<file path="src/rtl/gray_run_ctrl.sv">
// Run-length sequencer for the 3-bit Gray counter: clears it, enables it for N
// cycles, counts wraps and cross-checks the counter's sticky overflow flag.
module gray_run_ctrl #(
   parameter int STEP_W = 8,
   parameter int WRAP_W = 4
) (
   input  logic              Clk,
   input  logic              Reset,
   input  logic              Start,
   input  logic [STEP_W-1:0] Steps,
   input  logic              Abort,
   input  logic [2:0]        CntOut,
   input  logic              CntOverflow,
   output logic              CntReset,
   output logic              CntEn,
   output logic              Busy,
   output logic              Done,
   output logic              Aborted,
   output logic [2:0]        Result,
   output logic [WRAP_W-1:0] Wraps,
   output logic              Err
);

   typedef enum logic [1:0] {
      ST_IDLE  = 2'd0,
      ST_CLEAR = 2'd1,
      ST_RUN   = 2'd2,
      ST_DONE  = 2'd3
   } state_t;

   localparam logic [STEP_W-1:0] STEP_ZERO = {STEP_W{1'b0}};
   localparam logic [STEP_W-1:0] STEP_ONE  = {{(STEP_W-1){1'b0}}, 1'b1};
   localparam logic [WRAP_W-1:0] WRAP_ZERO = {WRAP_W{1'b0}};
   localparam logic [WRAP_W-1:0] WRAP_ONE  = {{(WRAP_W-1){1'b0}}, 1'b1};
   localparam logic [WRAP_W-1:0] WRAP_MAX  = {WRAP_W{1'b1}};
   localparam logic [2:0]        GRAY_LAST = 3'b100;

   state_t            state_q, state_d;
   logic [STEP_W-1:0] remaining_q, remaining_d;
   logic [WRAP_W-1:0] wraps_q, wraps_d;
   logic [2:0]        result_q, result_d;
   logic              aborted_q, aborted_d;
   logic              err_q, err_d;

   // Next-state and datapath decode for the run sequencer.
   always_comb begin
      state_d     = state_q;
      remaining_d = remaining_q;
      wraps_d     = wraps_q;
      result_d    = result_q;
      aborted_d   = 1'b0;
      err_d       = err_q;
      case (state_q)
         ST_IDLE: begin
            if (Start) begin
               if (Steps != STEP_ZERO) begin
                  remaining_d = Steps;
                  wraps_d     = WRAP_ZERO;
                  state_d     = ST_CLEAR;
               end else begin
                  state_d = ST_DONE;
               end
            end else begin
               state_d = ST_IDLE;
            end
         end
         ST_CLEAR: begin
            if (Abort) begin
               aborted_d = 1'b1;
               state_d   = ST_IDLE;
            end else begin
               state_d = ST_RUN;
            end
         end
         ST_RUN: begin
            if (Abort) begin
               aborted_d = 1'b1;
               state_d   = ST_IDLE;
            end else begin
               remaining_d = remaining_q - STEP_ONE;
               // The step taken from the last code is the one that wraps.
               if ((CntOut == GRAY_LAST) && (wraps_q != WRAP_MAX)) begin
                  wraps_d = wraps_q + WRAP_ONE;
               end else begin
                  wraps_d = wraps_q;
               end
               if (remaining_q == STEP_ONE) begin
                  state_d = ST_DONE;
               end else begin
                  state_d = ST_RUN;
               end
            end
         end
         ST_DONE: begin
            result_d = CntOut;
            err_d    = err_q | ((wraps_q != WRAP_ZERO) != CntOverflow);
            state_d  = ST_IDLE;
         end
         default: begin
            state_d = ST_IDLE;
         end
      endcase
   end

   // State and datapath registers with synchronous reset.
   always_ff @(posedge Clk) begin
      if (Reset) begin
         state_q     <= ST_IDLE;
         remaining_q <= STEP_ZERO;
         wraps_q     <= WRAP_ZERO;
         result_q    <= 3'b000;
         aborted_q   <= 1'b0;
         err_q       <= 1'b0;
      end else begin
         state_q     <= state_d;
         remaining_q <= remaining_d;
         wraps_q     <= wraps_d;
         result_q    <= result_d;
         aborted_q   <= aborted_d;
         err_q       <= err_d;
      end
   end

   // Counter enable is decoded directly so an abort never lets one more step through.
   assign CntReset = Reset | (state_q == ST_CLEAR);
   assign CntEn    = (state_q == ST_RUN) & ~Abort & ~Reset;
   assign Busy     = (state_q == ST_CLEAR) | (state_q == ST_RUN);
   assign Done     = (state_q == ST_DONE);
   assign Aborted  = aborted_q;
   assign Result   = (state_q == ST_DONE) ? CntOut : result_q;
   assign Wraps    = wraps_q;
   assign Err      = err_q;

endmodule

</file>
<file path="config.mk">
export PLATFORM = sky130hd
export DESIGN_NAME = gray_run_ctrl
export DESIGN_NICKNAME = d
export VERILOG_FILES = /design/src/rtl/gray_run_ctrl.sv
export SDC_FILE = /design/constraint.sdc
export NUM_CORES = 1
export LEC_CHECK = 0
export ABC_AREA = 1
export CORE_MARGIN = 2
export CORE_UTILIZATION = 45
export DETAILED_ROUTE_END_ITERATION = 12
export DONT_BUFFER_PORTS = 1
export GPL_TIMING_DRIVEN = 1
export HOLD_SLACK_MARGIN = 0.15
export MAX_ROUTING_LAYER = met4
export SLEW_MARGIN = 0
export SYNTH_ARGS = -nofsm -noshare
export SYNTH_HDL_FRONTEND = slang
export SYNTH_SLANG_ARGS = --single-unit
</file>
<file path="constraint.sdc">
create_clock -name Clk -period 3.9 [get_ports Clk]
set_input_delay 0.78 -clock Clk [delete_from_list [all_inputs] [get_ports Clk]]
set_output_delay 0.78 -clock Clk [all_outputs]
set_load 0.01 [all_outputs]
</file>
==> flow_metrics.env, run 1 <==
export IMPL_die_area_um2=3190
export IMPL_power_leakage_nw=0.580
export IMPL_wire_per_inst_um=12.7
export IMPL_postSynthAreaPerCell_um2=6.38
export IMPL_routed_top_layer="met4"
export IMPL_fmax_mhz=381
export IMPL_grtUsageTotal=0.207
export IMPL_ctsResizeCount=0
export IMPL_htree_num_levels=1
export IMPL_dpl_hpwl_um=2200
export IMPL_cp_start_kind="flop"
export IMPL_grt_pass1_wl_um=5110
export IMPL_layout_drive_gt1_share=0.0670
export IMPL_clock_latency_ps=300
export IMPL_status="completed"
export IMPL_antenna_found_initial=0
export IMPL_timing_hold_ws_ps=472
export IMPL_crit_required_ps=3120
export IMPL_endpoint_kind="primary output"
export IMPL_rsz0062_at_grt="no"
export IMPL_cts_sinks=19
export IMPL_dr_pass1_iters=5
export IMPL_crit_type="reg -> out"
export IMPL_io_pin_count=29
export IMPL_drt_iter0_markers=46
export IMPL_cts_buffers=3
export IMPL_drc=0
export IMPL_cp_slowest_stage_delay_ps=480
export IMPL_ys_types=23
export IMPL_wl_met1_um=1230
export IMPL_synth_area_leader_cell="dfxtp_1"
export IMPL_finalSetupViolCount=0
export IMPL_grt_ovfl_total=0
export IMPL_routabilityCongestion=0.953
export IMPL_hp_class="reg -> reg"
export IMPL_grt_pass1_vias=1191
export IMPL_yosys_warnings=0
export IMPL_timing_max_cap_violations=0
export IMPL_viasPerCell=5.38
export IMPL_ctsHoldBuffers=0
export IMPL_maxSlewHeadroom=0.667
export IMPL_worst_pin_slew_ps=500
export IMPL_fp_dieH_um=56.5
export IMPL_nets=220
export IMPL_ir_worst_vdd_uv=177
export IMPL_cts_setup_buffers=0
export IMPL_final_period_utilization=0.672
export IMPL_hold_viol_final=0
export IMPL_cellPowerDensity_nw_per_um2=308
export IMPL_rows=19
export IMPL_synth_top_area_frac=0.307
export IMPL_port_buffer_count=0
export IMPL_seq_area_frac_synth=0.307
export IMPL_start_util=0.461
export IMPL_wl_met3_um=233
export IMPL_grt_max_degree=20
export IMPL_fin_setup_tns_ps=0
export IMPL_cts_max_path_buffers=2
export IMPL_cts_root_buffer="clkbuf_4"
export IMPL_worst_r2r_cell_count=8
export IMPL_tritoncts="done"
export IMPL_syn_nets=219
export IMPL_core_region_area_um2=2690
export IMPL_die_w_um=56.5
export IMPL_num_antenna_cells=0
export IMPL_worst_path_max_delay_cell="ha_1"
export IMPL_ant_nets=0
export IMPL_ys_ff_latch=19
export IMPL_min_path_cells=2
export IMPL_routed_wl_um=2860
export IMPL_syn_inst=194
export IMPL_min_period_ps=2620
export IMPL_timing_clock_skew_ps=2.36
export IMPL_netlist_area_um2=1240
export IMPL_report_final_slew_viol_count=0
export IMPL_cp_max_fo=15
export IMPL_vias=1210
export IMPL_path_cells="inv_1 > ha_1 > inv_2 > nor3_1"
export IMPL_netlist_top_cells_area="dfxtp_1 31%, nand2_1 16%, ha_1 9.1%, a21oi_1 7.3%, inv_1 6.4%"
export IMPL_syn2layout_area_growth_pct=4.04
export IMPL_wl_met2_um=1320
export IMPL_critPathArrivalTime_ps=1840
export IMPL_clk_pin_slew_worst_paths_ps=110
power breakdown:
| part | internal, mW | leakage (nW) | switching, mW |
|---|---|---|---|
| registers | 0.203 | 0.155 | 0.00985 |
| clock network | 0.0399 | 0.0150 | 0.0643 |
| logic | 0.0280 | 0.410 | 0.0513 |
| total | 0.271 | 0.580 | 0.125 |
kinds of logic (layout without fill, tap and decap cells):
logic type | count (synthesis) | in the layout | share of synthesized area
buffers and inverters | 29 | 29 | 0.0879
AND/OR/NAND/NOR | 99 | 99 | 0.342
adder cells (fa/ha/maj) | 9 | 9 | 0.0909
flip-flops | 19 | 19 | 0.307
AO/OA/AOI/OAI | 36 | 36 | 0.158
XOR/XNOR | 2 | 2 | 0.0141
worst paths after layout:
check	start	to	slack (ps)
min	result_q[2]$_SDFF_PP0_	result_q[2]$_SDFF_PP0_	470
max reg2reg	state_q[0]$_SDFF_PP0_	remaining_q[7]$_SDFFE_PP0P_	1880
min reg2reg	result_q[2]$_SDFF_PP0_	result_q[2]$_SDFF_PP0_	470
max	state_q[0]$_SDFF_PP0_	CntEn	1280
state kept, by name, indices dropped and copies added, names as in the netlist:
register and flops:
Aborted 1, Err 1, Wraps 4, remaining_q 8, result_q 3, state_q 2
synthesized netlist by cell type:
| cell | instances |
|---|---|
| nor2_2 | 2 |
| inv_2 | 3 |
| inv_1 | 21 |
| nand3_4 | 1 |
| a31oi_1 | 1 |
| clkbuf_1 | 4 |
| or2_2 | 1 |
| nand4_1 | 2 |
| ha_1 | 9 |
| o21a_1 | 1 |
| nand2_2 | 2 |
| o21ai_1 | 6 |
| nand2_1 | 53 |
| xnor2_1 | 1 |
| o21ai_0 | 9 |
| a21oi_4 | 1 |
| nor2_1 | 21 |
| a21oi_1 | 18 |
| xor2_1 | 1 |
| nand3_1 | 14 |
| nor3_1 | 3 |
| dfxtp_1 | 19 |
| clkinv_1 | 1 |
area by class of cell:
class	count	area, µm²
inverters	25	93.8
clock buffers	4	26.3
fillers	296	1400
flip-flops and latches	19	380
multi-input cells	146	749
well taps	31	38.8
stage by stage:
step | std cells | utilization | power (mW) | setup slack, ps | cell area (µm²)
after floorplan | 194 | - | 0.281 | 1860 | 1240
after global routing | 225 | 0.480 | 0.424 | 1110 | 1290
final | 225 | 0.480 | 0.397 | 1280 | 1290
after detailed placement | 221 | 0.470 | 0.295 | 1640 | 1260
after global placement | 221 | 0.470 | 0.295 | 1690 | 1260
after CTS | 225 | 0.480 | 0.398 | 1270 | 1290
placed cells by master (no fill, tap or decap):
master and instances:
nand2_1 53, or2_2 1, a21oi_4 1, clkbuf_1 1, clkinv_1 1, o21ai_0 9, xnor2_1 1, nor2_2 2
xor2_1 1, nor2_1 21, o21a_1 1, nor3_1 3, nand4_1 2, a31oi_1 1, inv_1 21, nand2_2 2
dfxtp_1 19, a21oi_1 18, nand3_1 14, ha_1 9, o21ai_1 6, nand3_4 1, clkbuf_4 3, inv_2 3
layer usage:
metal,global-route usage,up-vias
met5,-,-
met2,0.334,42
met1,0.249,540
li1,-,618
met3,0.0438,10
met4,0.0850,0
critical path: cells and delay by family (launching register included):
family / cells / cell delay [ps]
adder cells (fa/ha/maj): 1 / 480
buffers and inverters: 2 / 350
flip-flops: 1 / 350
AND/OR/NAND/NOR: 1 / 360
(Power assumes the default switching activity.)
==> run 2, diff against run 1 <==
- clock period: 3.9 -> 2.64 ns (I/O delays scaled with it)
==> flow_metrics.env, run 2 (synthesis results as in run 1) <==
export IMPL_largest_register="remaining_q"
export IMPL_cp_max_fo=15
export IMPL_worst_r2r_cell_count=9
export IMPL_htree_num_levels=1
export IMPL_cts_max_path_buffers=2
export IMPL_drc=0
export IMPL_layout_common_cells="53 x nand2_1, 21 x inv_1, 21 x nor2_1"
export IMPL_port_buffer_count=0
export IMPL_fin_setup_tns_ps=0
export IMPL_drt_iter0_markers=46
export IMPL_crit_required_ps=2110
export IMPL_finalSetupViolCount=0
export IMPL_cts_setup_buffers=0
export IMPL_grtUsageTotal=0.195
export IMPL_final_period_utilization=0.811
export IMPL_hold_end="remaining_q[0]$_SDFFE_PP0P_"
export IMPL_die_w_um=56.5
export IMPL_ir_worst_vdd_uv=255
export IMPL_timing_clock_skew_ps=5.61
export IMPL_p_int_uw=398
export IMPL_grt_pass1_vias=1130
export IMPL_crit_type="reg -> out"
export IMPL_hp_class="in -> reg"
export IMPL_endpoint_kind="primary output"
export IMPL_grt_pass1_wl_um=4850
export IMPL_start_util=0.461
export IMPL_switching_share=0.317
export IMPL_p_seq_frac=0.539
export IMPL_dpl_hpwl_um=2200
export IMPL_die_area_um2=3190
export IMPL_ant_nets=0
export IMPL_hold_viol_final=0
export IMPL_viasPerCell=5.37
export IMPL_rows=19
export IMPL_power_switching_uw=185
export IMPL_report_final_slew_viol_count=0
export IMPL_r2r_end="remaining_q[4]$_SDFFE_PP0P_"
export IMPL_fp_dieH_um=56.5
export IMPL_ctsHoldBuffers=0
export IMPL_critPathArrivalTime_ps=1610
export IMPL_num_antenna_cells=0
export IMPL_largest_reg_flops=8
export IMPL_power_frac_clock=0.260
export IMPL_rsz0062_at_grt="no"
export IMPL_maxSlewHeadroom=0.751
export IMPL_grt_ovfl_total=0
export IMPL_clk_pin_slew_worst_paths_ps=120
export IMPL_syn2layout_area_growth_pct=4.75
export IMPL_clock_latency_ps=300
export IMPL_combPwrFrac=0.201
export IMPL_vias=1213
export IMPL_cts_root_buffer="clkbuf_4"
export IMPL_fmax_mhz=467
export IMPL_grt_max_degree=20
export IMPL_routabilityCongestion=0.979
export IMPL_min_path_cells=1
export IMPL_io_pin_count=29
export IMPL_tritoncts="done"
export IMPL_cts_sinks=19
export IMPL_cp_start_kind="flop"
export IMPL_worst_pin_slew_ps=371
export IMPL_antenna_found_initial=0
export IMPL_setup_ws_ps=499
export IMPL_min_period_ps=2140
export IMPL_power_leakage_nw=0.588
export IMPL_fillers=293
export IMPL_r2r_start="state_q[0]$_SDFF_PP0_"
export IMPL_place_ws_ps=873
export IMPL_dr_pass1_iters=4
export IMPL_core_region_area_um2=2690
export IMPL_layout_drive_gt1_share=0.0769
export IMPL_hp_start="Reset"
export IMPL_cts_buffers=3
export IMPL_nets=221
export IMPL_wire_per_inst_um=12.6
export IMPL_routed_wl_um=2850
export IMPL_cellPowerDensity_nw_per_um2=450
export IMPL_ff2ff_setup_slack_ps=870
export IMPL_status="completed"
export IMPL_ctsResizeCount=0
export IMPL_timing_max_cap_violations=0
export IMPL_layout_commonest_cell="nand2_1"
==> run 2: changes by cell type in the layout (fill, tap and decap cells not counted) <==
cell / change
clkbuf_1: -1
clkinv_2: +1
buf_4: +1
==> run 2: worst max-delay path by stage <==
stage / cells after the start / start / end / slack (ps)
2_1_floorplan: 5 / state_q[0]$_SDFF_PP0_ / CntEn / 940
3_3_place_gp: 5 / state_q[0]$_SDFF_PP0_ / CntEn / 920
3_5_place_dp: 5 / state_q[0]$_SDFF_PP0_ / CntEn / 870
4_1_cts: 5 / state_q[0]$_SDFF_PP0_ / CntEn / 510
5_1_grt: 5 / state_q[0]$_SDFF_PP0_ / CntEn / 380
6_report: 5 / state_q[0]$_SDFF_PP0_ / CntEn / 500
==> run 2: per-layer routing <==
| layer | track usage | vias to the layer above | wire length [µm] | part of all wire |
|---|---|---|---|---|
| li1 | - | 620 | - | - |
| met1 | 0.240 | 549 | 1200 | 0.42 |
| met2 | 0.312 | 40 | 1350 | 0.47 |
| met3 | 0.0507 | 4 | 252 | 0.088 |
| met4 | 0.0646 | 0 | 42 | 0.015 |
| met5 | - | - | 0 | 0 |
==> run 2: critical path, cell delays in order (launching register included) <==
cell,delay (ps)
dfxtp_1,350
inv_1,120
ha_1,170
buf_4,200
inv_2,150
nor3_1,330
==> run 2: layout make-up <==
cell class                 instances  area (µm²)  share of cell area
clock buffer                       3        22.5              0.0174
clock inverter                     1        5.00             0.00386
inverter                          25        93.8              0.0723
multi-input combinational        146         749               0.578
sequential                        19         380               0.293
tap                               31        38.8              0.0299
timing repair buffer               1        7.51             0.00579
==> run 2: stage by stage <==
| step | instance area, µm² | hold slack [ps] | util | instances | power (mW) |
|---|---|---|---|---|---|
| after CTS | 1300 | 271 | 0.483 | 226 | 0.588 |
| final | 1300 | 279 | 0.483 | 226 | 0.583 |
| after detailed placement | 1270 | 456 | 0.473 | 222 | 0.437 |
| after floorplan | 1240 | 447 | - | 194 | 0.415 |
| after global routing | 1300 | 253 | 0.483 | 226 | 0.624 |
| after global placement | 1270 | 449 | 0.473 | 222 | 0.436 |
==> run 2: power groups by stage <==
stage          Combinational [mW]  Sequential, mW  Clock [mW]
6_report                    0.117           0.315       0.152
2_1_floorplan              0.0970           0.318           0
5_1_grt                     0.134           0.317       0.172
4_1_cts                     0.117           0.314       0.157
3_5_place_dp                0.116           0.321           0
3_3_place_gp                0.115           0.321           0
==> run 3, diff against run 2 <==
- clock period: 2.64 -> 1.8 ns (I/O delays scaled with it)
==> flow_metrics.env, run 3 (synthesis results as in run 1) <==
export IMPL_status="completed"
export IMPL_drc=0
export IMPL_grt_pass1_wl_um=5260
export IMPL_syn2layout_area_growth_pct=9.49
export IMPL_start_util=0.461
export IMPL_hp_class="in -> reg"
export IMPL_p_int_uw=589
export IMPL_cellPowerDensity_nw_per_um2=643
export IMPL_timing_max_cap_violations=0
export IMPL_report_final_slew_viol_count=0
export IMPL_dpl_hpwl_um=2300
export IMPL_largest_register="remaining_q"
export IMPL_rows=19
export IMPL_fmax_mhz=594
export IMPL_crit_family="flip-flops"
export IMPL_cp_start_kind="flop"
export IMPL_fin_util=0.505
export IMPL_tritoncts="done"
export IMPL_combPwrFrac=0.205
export IMPL_maxSlewHeadroom=0.569
export IMPL_regArea_um2=382
export IMPL_final_period_utilization=0.935
export IMPL_io_pin_count=29
export IMPL_layout_drive_gt1_share=0.110
export IMPL_layout_commonest_cell="nand2_1"
export IMPL_ant_nets=0
export IMPL_die_w_um=56.5
export IMPL_p_seq_frac=0.532
export IMPL_vias=1222
export IMPL_worst_path_max_delay_cell="dfxtp_1"
export IMPL_crit_type="reg -> out"
export IMPL_clock_latency_ps=310
export IMPL_fillers=288
export IMPL_critPathBufInv=3
export IMPL_grtUsageTotal=0.217
export IMPL_dr_pass1_iters=4
export IMPL_r2r_start="state_q[0]$_SDFF_PP0_"
export IMPL_antenna_found_initial=0
export IMPL_crit_start="state_q[0]$_SDFF_PP0_"
export IMPL_cp_max_fo=6
export IMPL_cts_root_buffer="clkbuf_4"
export IMPL_cts_sinks=19
export IMPL_min_period_ps=1680
export IMPL_wire_per_inst_um=13.4
export IMPL_port_buffer_count=0
export IMPL_nets=226
export IMPL_cts_max_path_buffers=2
export IMPL_worst_pin_slew_ps=644
export IMPL_place_ws_ps=205
export IMPL_power_switching_uw=283
export IMPL_rsz0062_at_grt="no"
export IMPL_cts_buffers=3
export IMPL_critPathCapture="CntEn"
export IMPL_power_frac_clock=0.263
export IMPL_drt_iter0_markers=45
export IMPL_fp_dieH_um=56.5
export IMPL_grt_max_degree=17
export IMPL_routed_wl_um=3090
export IMPL_layout_common_cells="53 x nand2_1, 21 x nor2_1, 20 x inv_1"
export IMPL_power_leakage_nw=0.609
export IMPL_path_common_cell="inv_2"
export IMPL_viasPerCell=5.29
export IMPL_critPathArrivalTime_ps=1320
export IMPL_grt_ovfl_total=0
export IMPL_grt_pass1_vias=1170
export IMPL_cp_slowest_stage_delay_ps=370
export IMPL_endpoint_kind="primary output"
export IMPL_ir_worst_vdd_uv=348
export IMPL_multi_input_area_um2=764
export IMPL_largest_reg_flops=8
export IMPL_cts_setup_buffers=0
export IMPL_crit_required_ps=1440
export IMPL_routabilityCongestion=0.872
export IMPL_finalSetupViolCount=0
export IMPL_num_antenna_cells=0
export IMPL_path_cells="inv_2 > ha_4 > inv_2 > nor3_1 > buf_4"
export IMPL_clk_pin_slew_worst_paths_ps=120
export IMPL_r2r_end="Wraps[1]$_SDFFE_PP0P_"
export IMPL_die_area_um2=3190
export IMPL_setup_ws_ps=118
export IMPL_ff2ff_setup_slack_ps=140
export IMPL_hold_viol_final=0
export IMPL_core_region_area_um2=2690
export IMPL_switching_share=0.325
export IMPL_path_depth=5
export IMPL_worst_r2r_cell_count=10
export IMPL_htree_num_levels=1
export IMPL_timing_clock_skew_ps=7.66
export IMPL_fin_setup_tns_ps=0
run 3: worst min-delay path by stage:
stage	slack (ps)	depth (start not counted)	from	end
6_report	180	2	Start	state_q[0]$_SDFF_PP0_
4_1_cts	170	2	Start	state_q[0]$_SDFF_PP0_
2_1_floorplan	450	2	result_q[0]$_SDFF_PP0_	result_q[0]$_SDFF_PP0_
3_5_place_dp	430	1	Reset	remaining_q[6]$_SDFFE_PP0P_
3_3_place_gp	430	1	Reset	remaining_q[1]$_SDFFE_PP0P_
5_1_grt	180	2	Start	state_q[0]$_SDFF_PP0_
run 3: cell type report:
type,instances,share of cell area
repair buffers,6,0.0369
flip-flops and latches,19,0.281
clock buffers,3,0.0166
inverters,25,0.0692
well taps,31,0.0286
multi-input cells,146,0.564
clock inverters,1,0.00369
run 3: power groups by stage:
stage	sequential [mW]	clock, mW	combinational [mW]
2_1_floorplan	0.467	0	0.142
3_3_place_gp	0.472	0	0.167
3_5_place_dp	0.473	0	0.168
4_1_cts	0.463	0.243	0.179
5_1_grt	0.466	0.262	0.208
6_report	0.464	0.229	0.179
run 3: metal layers:
metal,vias to the layer above,share of wire,global-route usage
met5,-,0,-
met4,0,0.021,0.0952
met3,6,0.063,0.0392
met2,36,0.50,0.349
met1,548,0.42,0.265
li1,632,-,-
run 3: timing repair:
action	4_1_cts	5_1_grt
endpoints found under the hold margin	16	0
gates resized for setup	1	4
endpoints found under the setup margin	1	4
hold buffers	2	0
gates cloned	0	0
run 3: through the flow:
stage          instances  hold slack, ps  cell area (µm²)  power, mW
2_1_floorplan        194             447             1240      0.609
3_3_place_gp         225             432             1290      0.638
3_5_place_dp         225             434             1290      0.641
4_1_cts              231             170             1340      0.885
5_1_grt              231             179             1360      0.936
6_report             231             175             1360      0.872
